<file path="config.mk">
export PLATFORM = sky130hd
export DESIGN_NAME = mem_bus_ctrl
export DESIGN_NICKNAME = d
export VERILOG_FILES = /design/src/rtl/mem_map_pkg.sv /design/src/rtl/mem_bus_ctrl.sv
export SDC_FILE = /design/constraint.sdc
export NUM_CORES = 1
export LEC_CHECK = 0
export BUFFER_PORTS_ARGS = -buffer_cell sky130_fd_sc_hd__clkbuf_2
export CAP_MARGIN = 20
export CORE_MARGIN = 2
export CORE_UTILIZATION = 47
export CTS_CLUSTER_SIZE = 30
export DETAILED_ROUTE_END_ITERATION = 10
export GPL_TIMING_DRIVEN = 0
export HOLD_SLACK_MARGIN = 0.12
export PLACE_DENSITY = 0.85
export SETUP_SLACK_MARGIN = 0.4
export SYNTH_ARGS = -nofsm -noshare
export SYNTH_HDL_FRONTEND = slang
export SYNTH_SLANG_ARGS = --single-unit
</file>
<file path="constraint.sdc">
create_clock -name clk -period 2.55 [get_ports clk]
set_input_delay 0.255 -clock clk [delete_from_list [all_inputs] [get_ports clk]]
set_output_delay 0.255 -clock clk [all_outputs]
set_load 0.005 [all_outputs]
</file>
<file path="src/rtl/mem_map_pkg.sv">
// rtl/mem_map_pkg.sv - memory map constants, target/state enums and address decode
//
// Shared by the bus controller: default window bases, the access target
// enumeration, the controller state enumeration and the decode function.
package mem_map_pkg;

    localparam logic [15:0] IO_BASE_DEFAULT  = 16'h6000;
    localparam logic [15:0] ROM_BASE_DEFAULT = 16'h8000;

    typedef enum logic [1:0] {
        TGT_RAM = 2'd0,
        TGT_IO  = 2'd1,
        TGT_ROM = 2'd2
    } target_e;

    typedef enum logic [1:0] {
        IDLE = 2'd0,
        WAIT = 2'd1,
        RESP = 2'd2
    } bus_state_e;

    // ROM wins above rom_base, IO between the two bases, RAM below io_base.
    function automatic target_e decode(input logic [15:0] addr,
                                       input logic [15:0] io_base,
                                       input logic [15:0] rom_base);
        if (addr >= rom_base) begin
            return TGT_ROM;
        end else if (addr >= io_base) begin
            return TGT_IO;
        end else begin
            return TGT_RAM;
        end
    endfunction

endpackage

</file>
<file path="src/rtl/mem_bus_ctrl.sv">
// rtl/mem_bus_ctrl.sv - 6502 memory port to RAM/IO/ROM bus controller
//
// Accepts one CPU access at a time, decodes it to RAM, IO or ROM, drives the
// target address/data/strobes from registers, waits out the target's read
// latency and returns read data with a one-cycle cpu_ack.
//
// Ports:
//   clk, rst_n                       clock, asynchronous active-low reset
//   cpu_req/cpu_addr/cpu_we/cpu_wdata CPU request (held until cpu_ack)
//   cpu_ack/cpu_rdata                 completion pulse and read data
//   rom_addr/rom_data                 ROM address out, registered data in
//   ram_addr/ram_we/ram_wdata/ram_rdata RAM port
//   io_addr/io_we/io_re/io_wdata/io_rdata IO port (address is offset from IO_BASE)
//   rom_wr_err                        sticky: a write hit the ROM window
module mem_bus_ctrl
    import mem_map_pkg::*;
#(
    parameter logic [15:0] IO_BASE  = IO_BASE_DEFAULT,
    parameter logic [15:0] ROM_BASE = ROM_BASE_DEFAULT,
    parameter int unsigned ROM_LAT  = 1,
    parameter int unsigned RAM_LAT  = 1,
    parameter int unsigned IO_LAT   = 2
) (
    input  logic        clk,
    input  logic        rst_n,
    input  logic        cpu_req,
    input  logic [15:0] cpu_addr,
    input  logic        cpu_we,
    input  logic [7:0]  cpu_wdata,
    output logic        cpu_ack,
    output logic [7:0]  cpu_rdata,
    output logic [14:0] rom_addr,
    input  logic [7:0]  rom_data,
    output logic [14:0] ram_addr,
    output logic        ram_we,
    output logic [7:0]  ram_wdata,
    input  logic [7:0]  ram_rdata,
    output logic [12:0] io_addr,
    output logic        io_we,
    output logic        io_re,
    output logic [7:0]  io_wdata,
    input  logic [7:0]  io_rdata,
    output logic        rom_wr_err
);

    localparam logic [1:0] ROM_LAT_C = 2'(ROM_LAT);
    localparam logic [1:0] RAM_LAT_C = 2'(RAM_LAT);
    localparam logic [1:0] IO_LAT_C  = 2'(IO_LAT);

    bus_state_e state;
    logic [1:0] wait_cnt;
    logic [1:0] lat_q;      // WAIT cycles beyond the first for this access
    target_e    tgt_q;
    logic       we_q;

    logic       accept;
    target_e    dec_tgt;
    logic [12:0] io_off;
    logic [1:0] lat_new;

    assign accept  = cpu_req && ((state == IDLE) || (state == RESP));
    assign dec_tgt = decode(cpu_addr, IO_BASE, ROM_BASE);
    assign io_off  = 13'(cpu_addr - IO_BASE);

    // Writes complete after a single WAIT cycle, so they use latency 0.
    always_comb begin
        lat_new = 2'd0;
        if (!cpu_we) begin
            case (dec_tgt)
                TGT_ROM: lat_new = ROM_LAT_C;
                TGT_IO:  lat_new = IO_LAT_C;
                default: lat_new = RAM_LAT_C;
            endcase
        end
    end

    always_ff @(posedge clk or negedge rst_n) begin
        if (!rst_n) begin
            state      <= IDLE;
            wait_cnt   <= 2'd0;
            lat_q      <= 2'd0;
            tgt_q      <= TGT_RAM;
            we_q       <= 1'b0;
            cpu_ack    <= 1'b0;
            cpu_rdata  <= 8'h00;
            rom_addr   <= 15'd0;
            ram_addr   <= 15'd0;
            io_addr    <= 13'd0;
            ram_wdata  <= 8'h00;
            io_wdata   <= 8'h00;
            ram_we     <= 1'b0;
            io_we      <= 1'b0;
            io_re      <= 1'b0;
            rom_wr_err <= 1'b0;
        end else begin
            ram_we  <= 1'b0;
            io_we   <= 1'b0;
            io_re   <= 1'b0;
            cpu_ack <= 1'b0;
            case (state)
                IDLE, RESP: begin
                    if (accept) begin
                        state     <= WAIT;
                        wait_cnt  <= 2'd0;
                        lat_q     <= lat_new;
                        tgt_q     <= dec_tgt;
                        we_q      <= cpu_we;
                        // All target ports see the same latched address.
                        rom_addr  <= cpu_addr[14:0];
                        ram_addr  <= cpu_addr[14:0];
                        io_addr   <= io_off;
                        ram_wdata <= cpu_wdata;
                        io_wdata  <= cpu_wdata;
                        ram_we    <= cpu_we && (dec_tgt == TGT_RAM);
                        io_we     <= cpu_we && (dec_tgt == TGT_IO);
                        io_re     <= !cpu_we && (dec_tgt == TGT_IO);
                    end else begin
                        state <= IDLE;
                    end
                end
                WAIT: begin
                    if (wait_cnt == lat_q) begin
                        state   <= RESP;
                        cpu_ack <= 1'b1;
                        if (we_q) begin
                            if (tgt_q == TGT_ROM) begin
                                rom_wr_err <= 1'b1;
                            end
                        end else begin
                            case (tgt_q)
                                TGT_ROM: cpu_rdata <= rom_data;
                                TGT_IO:  cpu_rdata <= io_rdata;
                                default: cpu_rdata <= ram_rdata;
                            endcase
                        end
                    end else begin
                        wait_cnt <= wait_cnt + 2'd1;
                    end
                end
                default: state <= IDLE;
            endcase
        end
    end

endmodule

</file>
==> results.yml <==
detailed_routing:
  drt_iter0_drc: 64
  postRouteAntennaNets: 0
  dr.max_layer_used: "met4"
  wl_met3_microns: 432
  wl_met2_mm: 2.278
  drc: 0
  drt-met1-wl_mm: 1.802
  wire_per_inst_microns: 12.32
  first_pass_iters: 4
  vias: 1729
  wl_mm: 4.533
  via_per_inst: 4.698
synthesis:
  synth-async-reset-ratio_pct: 100.0
  synth_cell_type_count: 29
  synth.avg_cell_area_sq_um: 12.05
  synth_edf_count: 0
  yosys.cell_count.top_type: "dfrtp_1"
  synth_top_flop_cell: "dfrtp_1"
  yosys.area.top_type_share_pct: 51.08
  synthCells: 183
  netlist_area_sq_um: 2205
  seq_area_frac_synth_pct: 51.08
  ys_ff_latch: 45
  yosys-top-cells-area: "dfrtp_1 51%, buf_4 12%, mux2_2 12%, mux2_4 5.4%, a22oi_1 2.7%"
  ys_warn_count: 0
  syn_nets: 237
  synth_common_cells: "45 x dfrtp_1, 36 x buf_4, 24 x mux2_2, 14 x nand2_1, 10 x o21ai_0"
  synth_top_area_cell: "dfrtp_1"
floorplanning:
  core_area_sq_um: 4444
  io_pins: 124
  die_x_microns: 72.49
  initial_utilization_pct: 49.61
  die_h_microns: 72.49
  rows: 24
  fp.dieArea_sq_um: 5255
timing:
  worst_slew_pin_slew_ns: 0.4281
  slew_viol_final: 0
  slew_headroom_pct: 71.46
  rsz0062_at_grt: "no"
  hold_viol: 0
  setup_viol: 0
  worst_slack_ns: 0.8314
  fin_crit_sh_pct: 67.40
  fmax_mhz: 581.9
  fin_crit_ns: 1.719
  final.setup.tns_ns: 0
  finClkSkew_ns: 0.001789
cells_and_area:
  antenna_cells: 0
  layout-drive-gt1-share_pct: 64.87
  final-seq-area_sq_um: 1126
  syn_to_final_growth_pct: 35.98
  multi_input_area_sq_um: 753.2
  fill_cells: 350
  layout.nets: 369
worst_hold_path:
  hp-class: "primary input to flip-flop"
worst_setup_path:
  arrival_ns: 1.90
  start_kind: "flip-flop"
  cpLargestDelayFamily: "adder cells"
  cpPeakStageDelay_ns: 0.40
  cp_slowest_cell: "ha_1"
  cp_max_fo: 10
  worst-path-stages: 5
  crit_type: "flip-flop to flip-flop"
  timing.critical_path.to: "cpu_rdata[1]"
  reg2reg_slack_ns: 0.83
  crit_start: "tgt_q[0]"
  cp_num_buf_inv: 2
  crit_chain: "inv_1 -> ha_1 -> clkbuf_1 -> o21ai_0 -> mux2_4"
  end_kind: "flip-flop"
  reg2reg_from: "tgt_q[0]"
  worstPathRequired_ns: 2.73
  r2r_end: "cpu_rdata[1]"
  worstRegToRegCells: 5
flow_run:
  drv_cap: 0
placement:
  pre_cts_slack_ns: 0.8336
  dp_hpwl_mm: 3.557
  io_buffers: 123
  routabilityCongestion: 0.7799
global_route:
  grt_max_degree: 46
  grt_pass1_vias: 1695
  antenna_found_initial: 0
  grt_overflow: 0
  grt_usage_pct: 18.40
  grt_pass1_wl_mm: 7.431
clock_tree:
  post-cts-setup-buffers: 0
  clkTransAtPathRegs_ns: 0.08
  cts-root-buf: "clkbuf_8"
  cts_resized: 0
  cts_inserted_buffers: 5
  clockBufferDepth: 2
  clock_sinks: 45
  cts_tree: "done"
  insertion_delay_ns: 0.29
  cts_max_level: 2
power:
  vdd_ir_drop_max_v: 0.0007006
  power.leakage_nw: 1.651
  p_per_area_nw_per_um2: 1194
run_status:
  status: "completed"
## per-stage QoR
| step | area [sq um] | hold slack (ns) | power, mW | util, % | std cells |
|---|---|---|---|---|---|
| 3_5_place_dp | 2885 | 0.4578 | 3.207 | 64.92 | 358 |
| 2_1_floorplan | 2205 | -0.04059 | 2.445 | - | 183 |
| 3_3_place_gp | 2885 | 0.4546 | 3.134 | 64.92 | 358 |
| 4_1_cts | 2968 | 0.1350 | 3.633 | 66.78 | 366 |
| 5_1_grt | 2998 | 0.1349 | 3.872 | 67.46 | 368 |
| 6_report | 2998 | 0.1422 | 3.581 | 67.46 | 368 |
## where the power goes
group          internal [mW]  switching [mW]
Sequential              1.03           0.265
Combinational           1.18           0.698
Clock                  0.190           0.223
Total                   2.39            1.19
## layer usage
metal / global-route usage (%) / up-vias
met5: 0 / -
met1: 20.09 / 792
met3: 6.528 / 4
li1: - / 853
met4: 4.938 / 0
met2: 33.74 / 80
## cells by family (layout without fill, tap and decap cells)
group | Yosys count | in the layout | share of synthesized area (%)
AOI/OAI and AO/OA | 24 | 24 | 7.209
adders and majority gates | 2 | 2 | 1.135
buffers and inverters | 48 | 181 | 14.76
DFF | 45 | 45 | 51.08
and+or+nand+nor | 28 | 28 | 6.413
xor gates and xnor gates | 2 | 2 | 0.7947
muxes | 34 | 34 | 18.62
## placed cells by master (no fill, tap or decap), drive strengths merged, types with 3 or more instances in the layout
master	n
mux2	32
o21ai	10
nand2	14
buf	40
nor3	3
inv	4
clkbuf	134
dfrtp	45
a22oi	8
## flip-flops by register name, indices dropped and copies added (netlist names)
register,cells
io_wdata,8
we_q,1
cpu_rdata,8
io_re,1
ram_addr,15
io_we,1
tgt_q,2
wait_cnt,2
lat_q,2
state,2
rom_wr_err,1
ram_we,1
cpu_ack,1
## repair_timing
action	CTS	global route
endpoints found under the setup margin	0	0
hold buffers	0	1
endpoints found under the hold margin	0	16
## layout make-up
type / instances / area share (%)
plain buffers: 44 / 10.35
multi-input cells: 90 / 25.13
well taps: 52 / 2.170
inverters: 4 / 0.5008
clock inverters: 2 / 0.3339
clock buffers: 6 / 2.421
flip-flops and latches: 45 / 37.56
repair buffers: 125 / 21.54
## how the worst min path moves through the flow
stage | startpoint | endpoint | slack (ns) | cells past startpoint
floorplan | rst_n | cpu_ack | -0.04 | 0
global placement | cpu_addr[15] | ram_we | 0.45 | 2
detailed placement | cpu_addr[15] | ram_we | 0.46 | 2
CTS | cpu_addr[15] | ram_we | 0.14 | 2
global route | cpu_addr[15] | ram_we | 0.13 | 2
finish | cpu_addr[15] | ram_we | 0.14 | 2
Note: power is estimated with default switching activity, not from simulation.
